## config.mk

```make
export PLATFORM = sky130hd
export DESIGN_NAME = hilo_div_unit
export DESIGN_NICKNAME = d
export VERILOG_FILES = /design/src/rtl/hilo_div_unit_pkg.sv /design/src/rtl/hilo_div_unit_div_core.sv /design/src/rtl/hilo_div_unit.sv
export SDC_FILE = /design/constraint.sdc
export NUM_CORES = 1
export LEC_CHECK = 0
export ABC_AREA = 1
export BUFFER_PORTS_ARGS = -buffer_cell sky130_fd_sc_hd__buf_2
export CAP_MARGIN = 20
export CORE_MARGIN = 5
export CORE_UTILIZATION = 45
export DETAILED_ROUTE_END_ITERATION = 8
export GPL_ROUTABILITY_DRIVEN = 1
export GPL_TIMING_DRIVEN = 0
export PLACE_DENSITY = 0.74
export SYNTH_ARGS = -nofsm -noshare
export SYNTH_HDL_FRONTEND = slang
export SYNTH_SLANG_ARGS = --single-unit
```

## constraint.sdc

```tcl
create_clock -name Clk -period 4.7 [get_ports Clk]
set_clock_uncertainty 0.1 [all_clocks]
set_input_delay 0.94 -clock Clk [delete_from_list [all_inputs] [get_ports Clk]]
set_output_delay 0.94 -clock Clk [all_outputs]
set_load 0.05 [all_outputs]
```

## src/rtl/hilo_div_unit_pkg.sv

```systemverilog
// Shared types and constants for the HI/LO register and divider block.
package hilo_pkg;

  // Number of restoring steps for a 32-bit divide.
  localparam int DIV_ITERS = 32;

  // Divider control states.
  typedef enum logic [1:0] {
    IDLE = 2'b00,
    PREP = 2'b01,
    ITER = 2'b10,
    FIX  = 2'b11
  } div_state_t;

  // MoveOp encodings; 2'b11 is reserved and behaves as a no-op.
  typedef enum logic [1:0] {
    MOVE_NONE = 2'b00,
    MOVE_MTHI = 2'b01,
    MOVE_MTLO = 2'b10,
    MOVE_RSVD = 2'b11
  } move_op_t;

endpackage

```

## src/rtl/hilo_div_unit_div_core.sv

```systemverilog
// Unsigned restoring divide datapath: partial remainder, quotient shift
// register and iteration counter. One quotient bit is produced per step.
module div_core_restoring
  import hilo_pkg::*;
#(
  parameter int WIDTH = 32,
  parameter int ITERS = DIV_ITERS,
  parameter int CNT_W = $clog2(ITERS)
) (
  input  logic             Clk,
  input  logic             Rst,
  input  logic             load,
  input  logic             step,
  input  logic [WIDTH-1:0] dividend,
  input  logic [WIDTH-1:0] divisor,
  output logic [WIDTH-1:0] quotient,
  output logic [WIDTH-1:0] remainder,
  output logic             last
);

  logic [WIDTH-1:0] rem_q;
  logic [WIDTH-1:0] quo_q;
  logic [WIDTH-1:0] den_q;
  logic [CNT_W-1:0] cnt_q;

  logic [WIDTH:0]   rem_shift;
  logic             fits;
  logic [WIDTH-1:0] rem_next;
  logic [WIDTH-1:0] quo_next;

  // One restoring step: shift in the next dividend bit, subtract if it fits.
  // The difference always fits in WIDTH bits when the subtraction is taken.
  always_comb begin
    rem_shift = {rem_q, quo_q[WIDTH-1]};
    fits      = (rem_shift >= {1'b0, den_q});
    rem_next  = fits ? (rem_shift[WIDTH-1:0] - den_q) : rem_shift[WIDTH-1:0];
    quo_next  = {quo_q[WIDTH-2:0], fits};
  end

  // Datapath registers: load fresh operands, or advance one step.
  always_ff @(posedge Clk) begin
    if (!Rst) begin
      rem_q <= '0;
      quo_q <= '0;
      den_q <= '0;
      cnt_q <= '0;
    end else if (load) begin
      rem_q <= '0;
      quo_q <= dividend;
      den_q <= divisor;
      cnt_q <= '0;
    end else if (step) begin
      rem_q <= rem_next;
      quo_q <= quo_next;
      cnt_q <= cnt_q + 1'b1;
    end
  end

  assign quotient  = quo_q;
  assign remainder = rem_q;
  assign last      = (cnt_q == CNT_W'(ITERS - 1));

endmodule

```

## src/rtl/hilo_div_unit.sv

```systemverilog
// HI/LO architectural register pair with ALU writes, MTHI/MTLO moves and a
// multi-cycle signed/unsigned restoring divider that writes its result to HI/LO.
//
// state | meaning
// IDLE  | accepting HiLoEn / MoveOp / DivStart
// PREP  | operands latched; take magnitudes, record result signs, detect /0
// ITER  | one restoring step per cycle, 32 steps
// FIX   | apply signs, write LO=quotient HI=remainder, pulse DivDone
module hilo_div_unit
  import hilo_pkg::*;
#(
  parameter int                    DATA_WIDTH = 32,
  parameter logic [DATA_WIDTH-1:0] RESET_HI   = '0,
  parameter logic [DATA_WIDTH-1:0] RESET_LO   = '0
) (
  input  logic                    Clk,
  input  logic                    Rst,
  input  logic                    HiLoEn,
  input  logic [2*DATA_WIDTH-1:0] HiLoWrite,
  input  logic [1:0]              MoveOp,
  input  logic [DATA_WIDTH-1:0]   MoveData,
  input  logic                    DivStart,
  input  logic                    DivSigned,
  input  logic [DATA_WIDTH-1:0]   Dividend,
  input  logic [DATA_WIDTH-1:0]   Divisor,
  output logic [2*DATA_WIDTH-1:0] HiLoRead,
  output logic                    Busy,
  output logic                    DivDone,
  output logic                    DivByZero
);

  div_state_t state;

  logic [DATA_WIDTH-1:0] hi;
  logic [DATA_WIDTH-1:0] lo;
  logic [DATA_WIDTH-1:0] dvd_q;
  logic [DATA_WIDTH-1:0] dvs_q;
  logic                  signed_q;
  logic                  q_neg;
  logic                  r_neg;
  logic                  dz;
  logic                  busy_q;
  logic                  done_q;
  logic                  dz_pulse_q;

  logic [DATA_WIDTH-1:0] dvd_mag;
  logic [DATA_WIDTH-1:0] dvs_mag;
  logic                  core_load;
  logic                  core_step;
  logic [DATA_WIDTH-1:0] core_quo;
  logic [DATA_WIDTH-1:0] core_rem;
  logic                  core_last;

  // Magnitudes of the latched operands; 0x80000000 maps to itself, which is
  // the correct unsigned magnitude.
  always_comb begin
    dvd_mag   = (signed_q && dvd_q[DATA_WIDTH-1]) ? -dvd_q : dvd_q;
    dvs_mag   = (signed_q && dvs_q[DATA_WIDTH-1]) ? -dvs_q : dvs_q;
    core_load = (state == PREP) && (dvs_q != '0);
    core_step = (state == ITER);
  end

  div_core_restoring #(
    .WIDTH (DATA_WIDTH),
    .ITERS (DIV_ITERS)
  ) u_core (
    .Clk       (Clk),
    .Rst       (Rst),
    .load      (core_load),
    .step      (core_step),
    .dividend  (dvd_mag),
    .divisor   (dvs_mag),
    .quotient  (core_quo),
    .remainder (core_rem),
    .last      (core_last)
  );

  // Divider FSM plus HI/LO writes; a divide result outranks HiLoEn, which
  // outranks MoveOp. While busy, all external writes are dropped.
  always_ff @(posedge Clk) begin
    if (!Rst) begin
      state      <= IDLE;
      hi         <= RESET_HI;
      lo         <= RESET_LO;
      dvd_q      <= '0;
      dvs_q      <= '0;
      signed_q   <= 1'b0;
      q_neg      <= 1'b0;
      r_neg      <= 1'b0;
      dz         <= 1'b0;
      busy_q     <= 1'b0;
      done_q     <= 1'b0;
      dz_pulse_q <= 1'b0;
    end else begin
      done_q     <= 1'b0;
      dz_pulse_q <= 1'b0;
      case (state)
        IDLE: begin
          if (HiLoEn) begin
            {hi, lo} <= HiLoWrite;
          end else begin
            case (move_op_t'(MoveOp))
              MOVE_MTHI: hi <= MoveData;
              MOVE_MTLO: lo <= MoveData;
              default:   ;
            endcase
          end
          if (DivStart) begin
            dvd_q    <= Dividend;
            dvs_q    <= Divisor;
            signed_q <= DivSigned;
            busy_q   <= 1'b1;
            state    <= PREP;
          end
        end
        PREP: begin
          q_neg <= signed_q & (dvd_q[DATA_WIDTH-1] ^ dvs_q[DATA_WIDTH-1]);
          r_neg <= signed_q & dvd_q[DATA_WIDTH-1];
          dz    <= (dvs_q == '0);
          state <= (dvs_q == '0) ? FIX : ITER;
        end
        ITER: begin
          if (core_last) state <= FIX;
        end
        FIX: begin
          if (!dz) begin
            lo <= q_neg ? -core_quo : core_quo;
            hi <= r_neg ? -core_rem : core_rem;
          end
          done_q     <= 1'b1;
          dz_pulse_q <= dz;
          busy_q     <= 1'b0;
          state      <= IDLE;
        end
        default: state <= IDLE;
      endcase
    end
  end

  assign HiLoRead  = {hi, lo};
  assign Busy      = busy_q;
  assign DivDone   = done_q;
  assign DivByZero = dz_pulse_q;

endmodule

```

==> results of run 1 <==
==> through the flow <==
step | hold slack, ns | worst slack, ns | cell area (µm²) | std cells | power [mW]
5_1_grt | 0.387 | 1.81 | 19000 | 3445 | 15.7
3_5_place_dp | 0.356 | 1.84 | 18000 | 3397 | 12.2
2_1_floorplan | 0.323 | 2.45 | 16300 | 2704 | 9.57
3_3_place_gp | 0.353 | 1.87 | 18000 | 3397 | 12.1
4_1_cts | 0.365 | 2.04 | 19000 | 3445 | 14.5
6_report | 0.366 | 1.99 | 19000 | 3445 | 14.7
==> power groups by stage <==
| stage | clock network, mW | logic [mW] | registers [mW] |
|---|---|---|---|
| 4_1_cts | 2.29 | 8.98 | 3.19 |
| 3_3_place_gp | 0 | 8.85 | 3.21 |
| 5_1_grt | 2.37 | 10.1 | 3.27 |
| 2_1_floorplan | 0 | 5.76 | 3.81 |
| 3_5_place_dp | 0 | 8.94 | 3.23 |
| 6_report | 2.29 | 9.15 | 3.22 |
==> worst min-delay path, cell delays in order (launching register included) <==
cell and delay, ns:
dfxtp_1 0.31, nand2_1 0.06, a21oi_1 0.05
==> registers in the layout, summed over array words and instances (netlist names), 2 cells and up <==
register and cells:
u_core.den_q 32, u_core.quotient 32, u_core.remainder 32, state 2, u_core.cnt_q 5, lo 32, dvs_q 32, hi 32
dvd_q 32
==> cells by family after synthesis <==
group,count (synthesis),synth area share
and+or+nand+nor,1281,0.330
AOI/OAI and AO/OA,623,0.198
buffers and inverters,457,0.112
DFF,238,0.293
xor gates and xnor gates,62,0.0334
adders and majority gates,43,0.0335
==> placed cells by master (no fill, tap or decap), types with 31 or more instances in the layout <==
cell type  instances
nand2_1          711
inv_1            316
a21oi_1          314
nor2_1           255
o21ai_0          250
buf_2            248
dfxtp_1          238
nand3_1          200
clkbuf_1          96
xor2_1            43
ha_1              42
nor3_1            31
==> cell type report <==
type / instances / area, µm²
Fill cell: 3778 / 16700
Inverter: 330 / 1240
Clock inverter: 12 / 205
Multi-Input combinational cell: 2009 / 9690
Buffer: 127 / 581
Sequential cell: 238 / 4760
Tap cell: 461 / 577
Clock buffer: 36 / 739
Timing Repair Buffer: 232 / 1160
==> worst max path at each step <==
| stage | from | slack, ns | end | cells after the start |
|---|---|---|---|---|
| floorplan | HiLoEn | 2.45 | hi[13] | 8 |
| global placement | HiLoEn | 1.87 | hi[29] | 8 |
| detailed placement | HiLoEn | 1.84 | hi[14] | 8 |
| CTS | state[0] | 2.04 | hi[30] | 8 |
| global route | state[0] | 1.81 | hi[3] | 8 |
| finish | state[0] | 1.99 | hi[3] | 8 |
==> layer usage <==
layer	vias to the layer above	part of all wire	track usage
met1	8716	0.44	0.428
met4	2	0.028	0.0735
met5	-	0.00020	0
met3	114	0.085	0.0372
met2	908	0.45	0.507
li1	9275	-	-
==> key figures, run 1 <==
Run status
  • Outcome: finished, final reports clean

Worst hold path
  • Worst Hold Endpoint: lo[18]
  • Worst hold path cell count: 2
  • Hold Path Class: reg -> reg
  • Worst Hold Launch: lo[18]

Global routing
  • Vias in the first global route: 17,717
  • Pin count of the biggest net entering global routing: 15
  • GRT Resource Usage Total: 0.306
  • Gr ovfl total: 0
  • First-pass GRT wire length: 99,800 µm
  • Initial antenna violation count: 1

STA
  • RSZ-0062 raised after global routing: no
  • Period minus WS final: 2.71 ns
  • Period utilization: 0.577
  • Fmax: 369 MHz
  • Final hold vios: 0
  • Count of final setup violators: 0
  • Final Max Tran Viols: 0
  • Total negative setup slack: 0 ns
  • Slew @ Worst Pin: 0.833 ns
  • Max-Slew Margin vs Limit: 0.445

Clock network
  • TritonCTS Buffers: 27
  • CTS tree: built
  • Root Buffer: clkbuf_16
  • Post-CTS sizing: 0
  • Worst-path clk slew: 0.06 ns
  • Hold_buf cts: 0
  • Clock Tree Buf Depth: 3
  • CTS sink count: 238
  • Later-pin clock latency in the skew report: 0.56 ns
  • H-tree Lvls: 1
  • Setup bufs post-CTS: 0

Yosys
  • Syn Area/Cell: 6.02 µm²
  • Top cell type's share of synthesized area: 0.293
  • Synth cell types: 45
  • Mapped Area: 16,300 µm²
  • Post-synthesis sequential area ratio: 0.293
  • Ys async rst share: 0
  • Synth Warn #: 0
  • Post-synth top area cell: dfxtp_1
  • Mapped Nets: 2,914
  • Area contributors post-synth: dfxtp_1, nand2_1, a21oi_1
  • Top-count cell post-synth: nand2_1
  • Top post-synthesis cells by count: nand2_1, inv_1, a21oi_1, nor2_1, o21ai_0
  • Post-synth top flop: dfxtp_1
  • Synthesized instance count: 2,704
  • FF+latch count, synth: 238
  • Post-synth EDFFs: 0

Drt
  • Routed WL: 65,100 µm
  • Drt wl/cell: 18.9 µm
  • Vias: 19,015
  • DR iter-0 viols: 1,941
  • 1st-pass router iterations: 6
  • Via/cell ratio: 5.52
  • Post-DRT Antenna Nets: 0
  • # DRC: 0

Power
  • Combinational Power Share: 0.624
  • Internal power: 6.69 mW
  • Flop pwr share: 0.220
  • PD cells: 773 nW/µm²
  • Peak VDD IR: 0.407 mV
  • NetSw: 7.96 mW
  • Sw Ratio: 0.543
  • Clock Power Share: 0.156
  • Leakage: 8.98 nW

Placed design
  • Final HPWL DP: 53,600 µm
  • RePlAce Congestion: 0.963
  • PortBufs: 232

Critical path
  • Startpoint types: register
  • CP max stage delay: 0.40 ns
  • Most frequent cell on the critical path: a21oi_1
  • Top delay family on crit path: buffers and inverters
  • CP max-delay cell: dfxtp_1
  • Max FO, Critical Path: 10
  • Reg2reg end: hi[3]
  • CP bufs+invs: 3
  • WP data arrival: 3.09 ns
  • Reg-to-reg slack, setup: 1.99 ns
  • R2r worst-path depth: 8
  • Worst Path Required: 5.08 ns
  • CP cell instances: inv_1 -> ha_1 -> a21oi_1 -> nand2_1 -> clkinv_1 -> clkbuf_1 -> o21ai_0 -> a21oi_1
  • Setup crit end kind: register
  • Origin of the critical flop-to-flop path: state[0]
  • Crit Path Class: reg -> reg

Die
  • Initial Utilization: 0.457
  • Die width: 200 µm
  • Num ports: 234
  • Total core area: 35,700 µm²
  • Die Span Y: 200 µm
  • Die Area: 40,100 µm²
  • Row Count: 69

Flow run
  • Number of max-cap violations: 0

Finish
  • Share of cells above drive strength 1: 0.119
  • Antenna Cells: 0
  • Layout area overhead: 16.5%
  • Nets: 3,175
  • Layout Utilization: 0.532
Power figures use the tool's default switching activity.
==> run 2: changes to the inputs <==
--- a/config.mk
+++ b/config.mk
@@ -5,7 +5,7 @@
 export SDC_FILE = /design/constraint.sdc
 export NUM_CORES = 1
 export LEC_CHECK = 0
-export ABC_AREA = 1
+export ABC_AREA = 0
 export BUFFER_PORTS_ARGS = -buffer_cell sky130_fd_sc_hd__buf_2
 export CAP_MARGIN = 20
 export CORE_MARGIN = 5
@@ -13,7 +13,7 @@
 export DETAILED_ROUTE_END_ITERATION = 8
 export GPL_ROUTABILITY_DRIVEN = 1
 export GPL_TIMING_DRIVEN = 0
-export PLACE_DENSITY = 0.74
+export PLACE_DENSITY = 0.75
 export SYNTH_ARGS = -nofsm -noshare
 export SYNTH_HDL_FRONTEND = slang
 export SYNTH_SLANG_ARGS = --single-unit
==> constraint.sdc (replaced) <==
create_clock -name Clk -period 2.7 [get_ports Clk]
set_clock_uncertainty 0.1 [all_clocks]
set_input_delay 0.54 -clock Clk [delete_from_list [all_inputs] [get_ports Clk]]
set_output_delay 0.54 -clock Clk [all_outputs]
set_load 0.05 [all_outputs]
==> key figures, run 2 <==
STA
  • Max-Slew Margin vs Limit: 0.363 (-0.0814)
  • Slew @ Worst Pin: 0.946 ns (+0.113 ns)
  • Period utilization: 1.13 (+0.551)
  • Min Hold Slack: 0.126 ns (-0.240 ns)
  • Period minus WS final: 3.05 ns (+0.333 ns)
  • RSZ-0062 raised after global routing: yes
  • Total negative setup slack: -9.16 ns (-9.16 ns)
  • Final setup margin: -0.345 ns (-2.33 ns)
  • Final hold vios: 0 (unchanged)
  • Final Max Tran Viols: 0 (unchanged)
  • Fmax: 328 MHz (-11%)
  • Count of final setup violators: 64 (+64)

Yosys
  • Post-synth top area cell: dfxtp_1
  • Synthesized instance count: 1,913 (-29%)
  • Mapped Nets: 2,123 (-27%)
  • Mapped Area: 14,700 µm² (-9.5%)
  • Post-synth EDFFs: 0 (unchanged)
  • Mux cell area share after synthesis: 0.0364 (+0.0364)
  • Adder-Cell Fraction of Synth Area: 0.0370 (+0.00351)
  • FF+latch count, synth: 238 (unchanged)
  • XOR/XNOR Fraction of Synth Area: 0.0856 (+0.0522)
  • Top cell type's share of synthesized area: 0.323 (+0.0307)
  • Synth Area in Simple Gates: 0.209 (-0.121)
  • Ys async rst share: 0 (unchanged)
  • Area contributors post-synth: dfxtp_1, nand2_1, a21oi_1
  • Largest family of logic cells by synthesized area: compound AO/OA/AOI/OAI gates
  • Syn Area/Cell: 7.70 µm² (+28%)
  • Post-synthesis compound-gate area fraction: 0.259 (+0.0603)
  • Post-synth top flop: dfxtp_1
  • Post-synthesis sequential area ratio: 0.323 (+0.0307)
  • Top post-synthesis cells by count: nand2_1, dfxtp_1, a21oi_1, o21ai_0, clkbuf_1
  • Top-count cell post-synth: nand2_1
  • Synth cell types: 58 (+29%)
  • Synth Warn #: 0 (unchanged)

Die
  • Initial Utilization: 0.454 (-0.00254)
  • Total core area: 32,500 µm² (-9.0%)
  • Row Count: 66 (-4.3%)
  • Die width: 191 µm (-4.6%)
  • Die Area: 36,500 µm² (-9.0%)
  • Num ports: 234 (unchanged)
  • Die Span Y: 191 µm (-4.6%)

Finish
  • Nets: 2,461 (-22%)
  • Fill cell count: 2,788 (-26%)
  • Layout Utilization: 0.601 (+0.0696)
  • Layout area overhead: 32.5%
  • Share of cells above drive strength 1: 0.273 (+0.153)
  • Area of the multi-input gates: 10,400 µm² (+7.6%)
  • Most frequent cells in the layout: nand2_1, buf_2, dfxtp_1
  • Antenna Cells: 0 (unchanged)
  • Most common cell after layout, fill and taps aside: nand2_1
  • Flip-flop and latch area: 4830 µm² (+1.4%)

Power
  • Sw Ratio: 0.490 (-0.0529)
  • Leakage: 8.02 nW (-11%)
  • Flop pwr share: 0.195 (-0.025)
  • Combinational Power Share: 0.691 (+0.067)
  • Clock Power Share: 0.113 (-0.043)
  • Tot Pwr: 31.8 mW (+120%)
  • Peak VDD IR: 1.02 mV (+150%)
  • Internal power: 16.2 mW (+140%)
  • NetSw: 15.6 mW (+96%)
  • PD cells: 1630 nW/µm² (+110%)

Clock network
  • Worst-path clk slew: 0.06 ns (about the same)
  • CTS sink count: 238 (unchanged)
  • H-tree Lvls: 1 (unchanged)
  • Later-pin clock latency in the skew report: 0.56 ns (about the same)
  • Clock Tree Buf Depth: 3 (unchanged)
  • Root Buffer: clkbuf_16
  • TritonCTS Buffers: 27 (unchanged)
  • CTS tree: built
  • Hold_buf cts: 0 (unchanged)

Critical path
  • Crit Path Class: reg -> reg
  • Critical Path End: hi[27]
  • Reg-to-reg slack, setup: -0.35 ns (-2.33 ns)
  • Top delay family on crit path: simple AND/OR/NAND/NOR gates
  • CP bufs+invs: 0 (-3)
  • WP data arrival: 3.40 ns (+0.31 ns)
  • Startpoint types: register
  • Worst Path Required: 3.05 ns (-2.03 ns)
  • Origin of the critical flop-to-flop path: u_core.remainder[11]
  • Max FO, Critical Path: 3 (-7)
  • CP Launch Point: u_core.remainder[11]
  • Reg2reg end: hi[27]
  • CP max-delay cell: or4_4
  • Setup crit end kind: register
  • R2r worst-path depth: 9 (+1)
  • CP max stage delay: 0.54 ns (+0.14 ns)
  • CP cell instances: or4_4 -> or3_4 -> or3_4 -> or4_4 -> o31ai_4 -> xnor2_2 -> a21oi_1 -> o21ai_1 -> and2_1
  • Stages on the worst setup path: 9 (+1)

Worst hold path
  • Worst Hold Launch: Dividend[3]
  • Hold Path Class: in -> reg

Global routing
  • Pin count of the biggest net entering global routing: 15 (unchanged)
  • Vias in the first global route: 14,642 (-17%)
  • GRT Resource Usage Total: 0.272 (-0.0345)
  • First-pass GRT wire length: 80,100 µm (-20%)
  • Initial antenna violation count: 0 (-1)
  • Gr ovfl total: 0 (unchanged)

Run status
  • Failing checks: setup timing
  • Outcome: finished, violations left

Drt
  • Via/cell ratio: 5.86 (+6.2%)
  • Post-DRT Antenna Nets: 0 (unchanged)
  • Routed WL: 55,500 µm (-15%)
  • Vias: 15,897 (-16%)
  • # DRC: 0 (unchanged)
  • Drt wl/cell: 20.5 µm (+8.3%)
  • 1st-pass router iterations: 5 (-1)
  • DR iter-0 viols: 1,573 (-19%)

Flow run
  • Number of max-cap violations: 0 (unchanged)

Placed design
  • RePlAce Congestion: 0.954 (-0.91%)
  • Final HPWL DP: 40,000 µm (-25%)
  • Worst slack, placed: -0.779 ns (-2.62 ns)
  • PortBufs: 232 (unchanged)
==> run 2: cell types whose count changed in the layout (fill, tap and decap cells not counted), sizes merged, moves of 39 or more <==
cell,before,now
nand2,722,325
inv,328,59
nor2,269,57
nand3,204,24
a21oi,315,178
o21ai,263,150
a211oi,2,74
a21boi,0,71
buf,268,337
nor2b,0,59
xnor2,19,71
mux2i,0,39
==> run 2: metrics by stage <==
stage | instance area [µm²] | instances
after floorplan | 14800 | 1913
after global placement | 16600 | 2587
after detailed placement | 16600 | 2587
after CTS | 18200 | 2665
after global routing | 19500 | 2712
final | 19500 | 2712
==> run 2: cell type report <==
type,count,share of cell area
multi-input cells,1484,0.534
flip-flops and latches,238,0.248
repair buffers,318,0.100
clock buffers,37,0.0391
plain buffers,124,0.0340
well taps,442,0.0283
inverters,58,0.0114
clock inverters,11,0.00513
==> run 2: logic make-up (layout without fill, tap and decap cells) <==
logic type / Yosys count / after routing
mux: 52 / 52
simple gates: 640 / 641
flops: 238 / 238
buf+inv: 192 / 548
xor+xnor: 144 / 144
fa+ha+maj: 43 / 43
compound gates: 604 / 604
==> run 2: power groups by stage <==
| stage | clock network [mW] | registers, mW | logic (mW) |
|---|---|---|---|
| after floorplan | 0 | 6.87 | 10.7 |
| after global placement | 0 | 5.95 | 15.5 |
| after detailed placement | 0 | 6.01 | 15.7 |
| after CTS | 3.63 | 6.00 | 18.3 |
| after global routing | 3.78 | 6.34 | 23.3 |
| final | 3.61 | 6.21 | 22.0 |
==> run 2: metal layers <==
metal  track usage  routed length (µm)  part of all wire  up-vias
met4        0.0843                2130             0.038        0
met1         0.372               22800              0.41     7441
met5             0                   0                 0        -
met2         0.447               25400              0.46      876
li1              -                   -                 -     7408
met3        0.0365                5180             0.093      172
==> run 2: how the worst min path moves through the flow <==
stage          cells past startpoint  slack (ns)          endpoint
2_1_floorplan                      2        0.34  u_core.den_q[16]
3_3_place_gp                       2        0.35  u_core.den_q[31]
3_5_place_dp                       2        0.36  u_core.den_q[16]
4_1_cts                            3        0.11          dvd_q[3]
5_1_grt                            3        0.13          dvd_q[6]
6_report                           3        0.13          dvd_q[3]
==> run 2: what timing repair did <==
action,4_1_cts,5_1_grt
gates resized for setup,147,235
setup endpoints to repair,121,159
gates cloned,0,8
setup buffers,37,44
pin swaps,28,73
==> run 2: worst reg2reg max path: stages, from the launching register on <==
cell and delay, ns:
dfxtp_4 0.36, or4_4 0.54, or3_4 0.35, or3_4 0.34, or4_4 0.48, o31ai_4 0.29, xnor2_2 0.11, a21oi_1 0.15
o21ai_1 0.06, and2_1 0.15
==> run 3: changes to the inputs <==
--- a/config.mk
+++ b/config.mk
@@ -6,14 +6,14 @@
 export NUM_CORES = 1
 export LEC_CHECK = 0
 export ABC_AREA = 0
-export BUFFER_PORTS_ARGS = -buffer_cell sky130_fd_sc_hd__buf_2
-export CAP_MARGIN = 20
+export CAP_MARGIN = 10
 export CORE_MARGIN = 5
 export CORE_UTILIZATION = 45
 export DETAILED_ROUTE_END_ITERATION = 8
+export DONT_BUFFER_PORTS = 1
 export GPL_ROUTABILITY_DRIVEN = 1
 export GPL_TIMING_DRIVEN = 0
-export PLACE_DENSITY = 0.75
+export PLACE_DENSITY = 0.69
 export SYNTH_ARGS = -nofsm -noshare
 export SYNTH_HDL_FRONTEND = slang
 export SYNTH_SLANG_ARGS = --single-unit
==> key figures, run 3 (synthesis gave the netlist of run 2 again) <==
Clock network
  • CTS sink count: 238 (unchanged)
  • TritonCTS Buffers: 27 (unchanged)
  • Root Buffer: clkbuf_16
  • Hold_buf cts: 0 (unchanged)
  • H-tree Lvls: 1 (unchanged)
  • Worst-path clk slew: 0.06 ns (about the same)
  • Clock Tree Buf Depth: 3 (unchanged)
  • CTS tree: built
  • Later-pin clock latency in the skew report: 0.56 ns (about the same)

Critical path
  • R2r worst-path depth: 9 (unchanged)
  • Worst Path Required: 3.04 ns (about the same)
  • Top delay family on crit path: simple AND/OR/NAND/NOR gates
  • Origin of the critical flop-to-flop path: u_core.remainder[11]
  • CP cell instances: or4_4 -> or3_4 -> or3_4 -> or4_4 -> o21ai_2 -> xor2_1 -> a211oi_1 -> a21oi_1 -> nor2b_1
  • WP data arrival: 3.33 ns (-0.07 ns)
  • Startpoint types: register
  • CP bufs+invs: 0 (unchanged)
  • Reg2reg end: hi[26]
  • Setup crit end kind: register
  • CP max-delay cell: or4_4
  • Max FO, Critical Path: 5 (+2)
  • CP max stage delay: 0.54 ns (about the same)
  • Crit Path Class: reg -> reg
  • Reg-to-reg slack, setup: -0.29 ns (+0.05 ns)
  • CP Launch Point: u_core.remainder[11]

Die
  • Total core area: 32,500 µm² (unchanged)
  • Initial Utilization: 0.454 (unchanged)
  • Die width: 191 µm (unchanged)
  • Die Area: 36,500 µm² (unchanged)
  • Die Span Y: 191 µm (unchanged)
  • Num ports: 234 (unchanged)
  • Row Count: 66 (unchanged)

Worst hold path
  • Worst Hold Launch: Dividend[3]
  • Hold Path Class: in -> reg
  • Worst hold path cell count: 2 (-1)
  • Worst Hold Endpoint: dvd_q[3]

Run status
  • Outcome: finished, violations left
  • Failing checks: setup timing

Drt
  • Post-DRT Antenna Nets: 0 (unchanged)
  • Drt wl/cell: 21.3 µm (+3.9%)
  • DR iter-0 viols: 1,182 (-25%)
  • Via/cell ratio: 5.86 (about the same)
  • Routed WL: 51,900 µm (-6.5%)
  • 1st-pass router iterations: 7 (+2)
  • Vias: 14,293 (-10%)
  • # DRC: 0 (unchanged)

STA
  • Fmax: 334 MHz (+1.8%)
  • Period minus WS final: 2.99 ns (-0.0524 ns)
  • Slew @ Worst Pin: 0.882 ns (-0.0637 ns)
  • Max-Slew Margin vs Limit: 0.406 (+0.0429)
  • Final Max Tran Viols: 0 (unchanged)
  • RSZ-0062 raised after global routing: yes
  • Count of final setup violators: 43 (-33%)
  • Final setup margin: -0.293 ns (+0.0524 ns)
  • Total negative setup slack: -8.95 ns (+0.203 ns)
  • Final hold vios: 0 (unchanged)
  • Period utilization: 1.11 (-0.0194)

Global routing
  • Vias in the first global route: 13,557 (-7.4%)
  • Pin count of the biggest net entering global routing: 15 (unchanged)
  • First-pass GRT wire length: 78,000 µm (-2.6%)
  • Initial antenna violation count: 0 (unchanged)
  • Gr ovfl total: 0 (unchanged)
  • GRT Resource Usage Total: 0.268 (-0.00379)

Finish
  • Share of cells above drive strength 1: 0.151 (-0.122)
  • Most frequent cells in the layout: nand2_1, dfxtp_1, a21oi_1
  • Post-route insts no fill: 2,440 (-10%)
  • Most common cell after layout, fill and taps aside: nand2_1
  • Antenna Cells: 0 (unchanged)
  • Nets: 2,187 (-11%)
  • Layout Utilization: 0.543 (-0.0578)
  • Layout area overhead: 19.7%

Flow run
  • Number of max-cap violations: 0 (unchanged)

Placed design
  • Worst slack, placed: -0.774 ns (+0.00508 ns)
  • RePlAce Congestion: 0.943 (-1.2%)
  • Final HPWL DP: 39,700 µm (-0.66%)
  • PortBufs: 0 (-100%)
  • Dpl cells: 2,355 (-9.0%)

Power
  • Leakage: 6.71 nW (-16%)
  • Peak VDD IR: 1.16 mV (+14%)
  • PD cells: 1640 nW/µm² (+0.28%)
  • Tot Pwr: 28.9 mW (-9.4%)
run 3: through the flow:
stage / instance area (µm²) / hold slack (ns)
floorplan: 14800 / 0.341
global placement: 15400 / 0.356
detailed placement: 15400 / 0.377
CTS: 17100 / 0.00385
global route: 17600 / 0.0106
finish: 17600 / 0.0236
run 3: layout make-up:
cell class,count,area (µm²)
repair buffers,42,323
clock buffers,35,736
multi-input cells,1483,10100
inverters,58,223
fillers,2983,14800
clock inverters,15,233
flip-flops and latches,238,4830
plain buffers,127,614
well taps,442,553
run 3: how the worst max path moves through the flow:
| stage | slack [ns] | to | depth (start not counted) |
|---|---|---|---|
| 3_3_place_gp | -0.73 | u_core.remainder[30] | 11 |
| 3_5_place_dp | -0.77 | u_core.remainder[30] | 11 |
| 2_1_floorplan | -0.13 | hi[31] | 9 |
| 6_report | -0.29 | hi[26] | 9 |
| 4_1_cts | -0.28 | hi[24] | 9 |
| 5_1_grt | -0.43 | u_core.remainder[8] | 14 |
run 3: timing repair:
action | in CTS | in global routing
buffers inserted | 21 | 21
resized for setup | 156 | 107
endpoints found under the setup margin | 128 | 159
pin swaps | 30 | 39
run 3: worst reg2reg max path: cells and delay by family (launching register included):
kind / cells / cell delay, ns
compound gates: 3 / 0.38
simple gates: 5 / 1.80
flops: 1 / 0.38
xor+xnor: 1 / 0.23
run 3: metal layers:
layer,GRT usage,share of wire
met5,0,0
met4,0.0845,0.037
met3,0.0577,0.087
met2,0.423,0.44
met1,0.367,0.44
run 3: power breakdown:
group          switching [mW]  total (mW)  internal (mW)
clock network            1.59        4.01           2.42
logic                    9.91        17.2           7.33
registers                2.93        7.62           4.69
total                    14.4        28.9           14.4
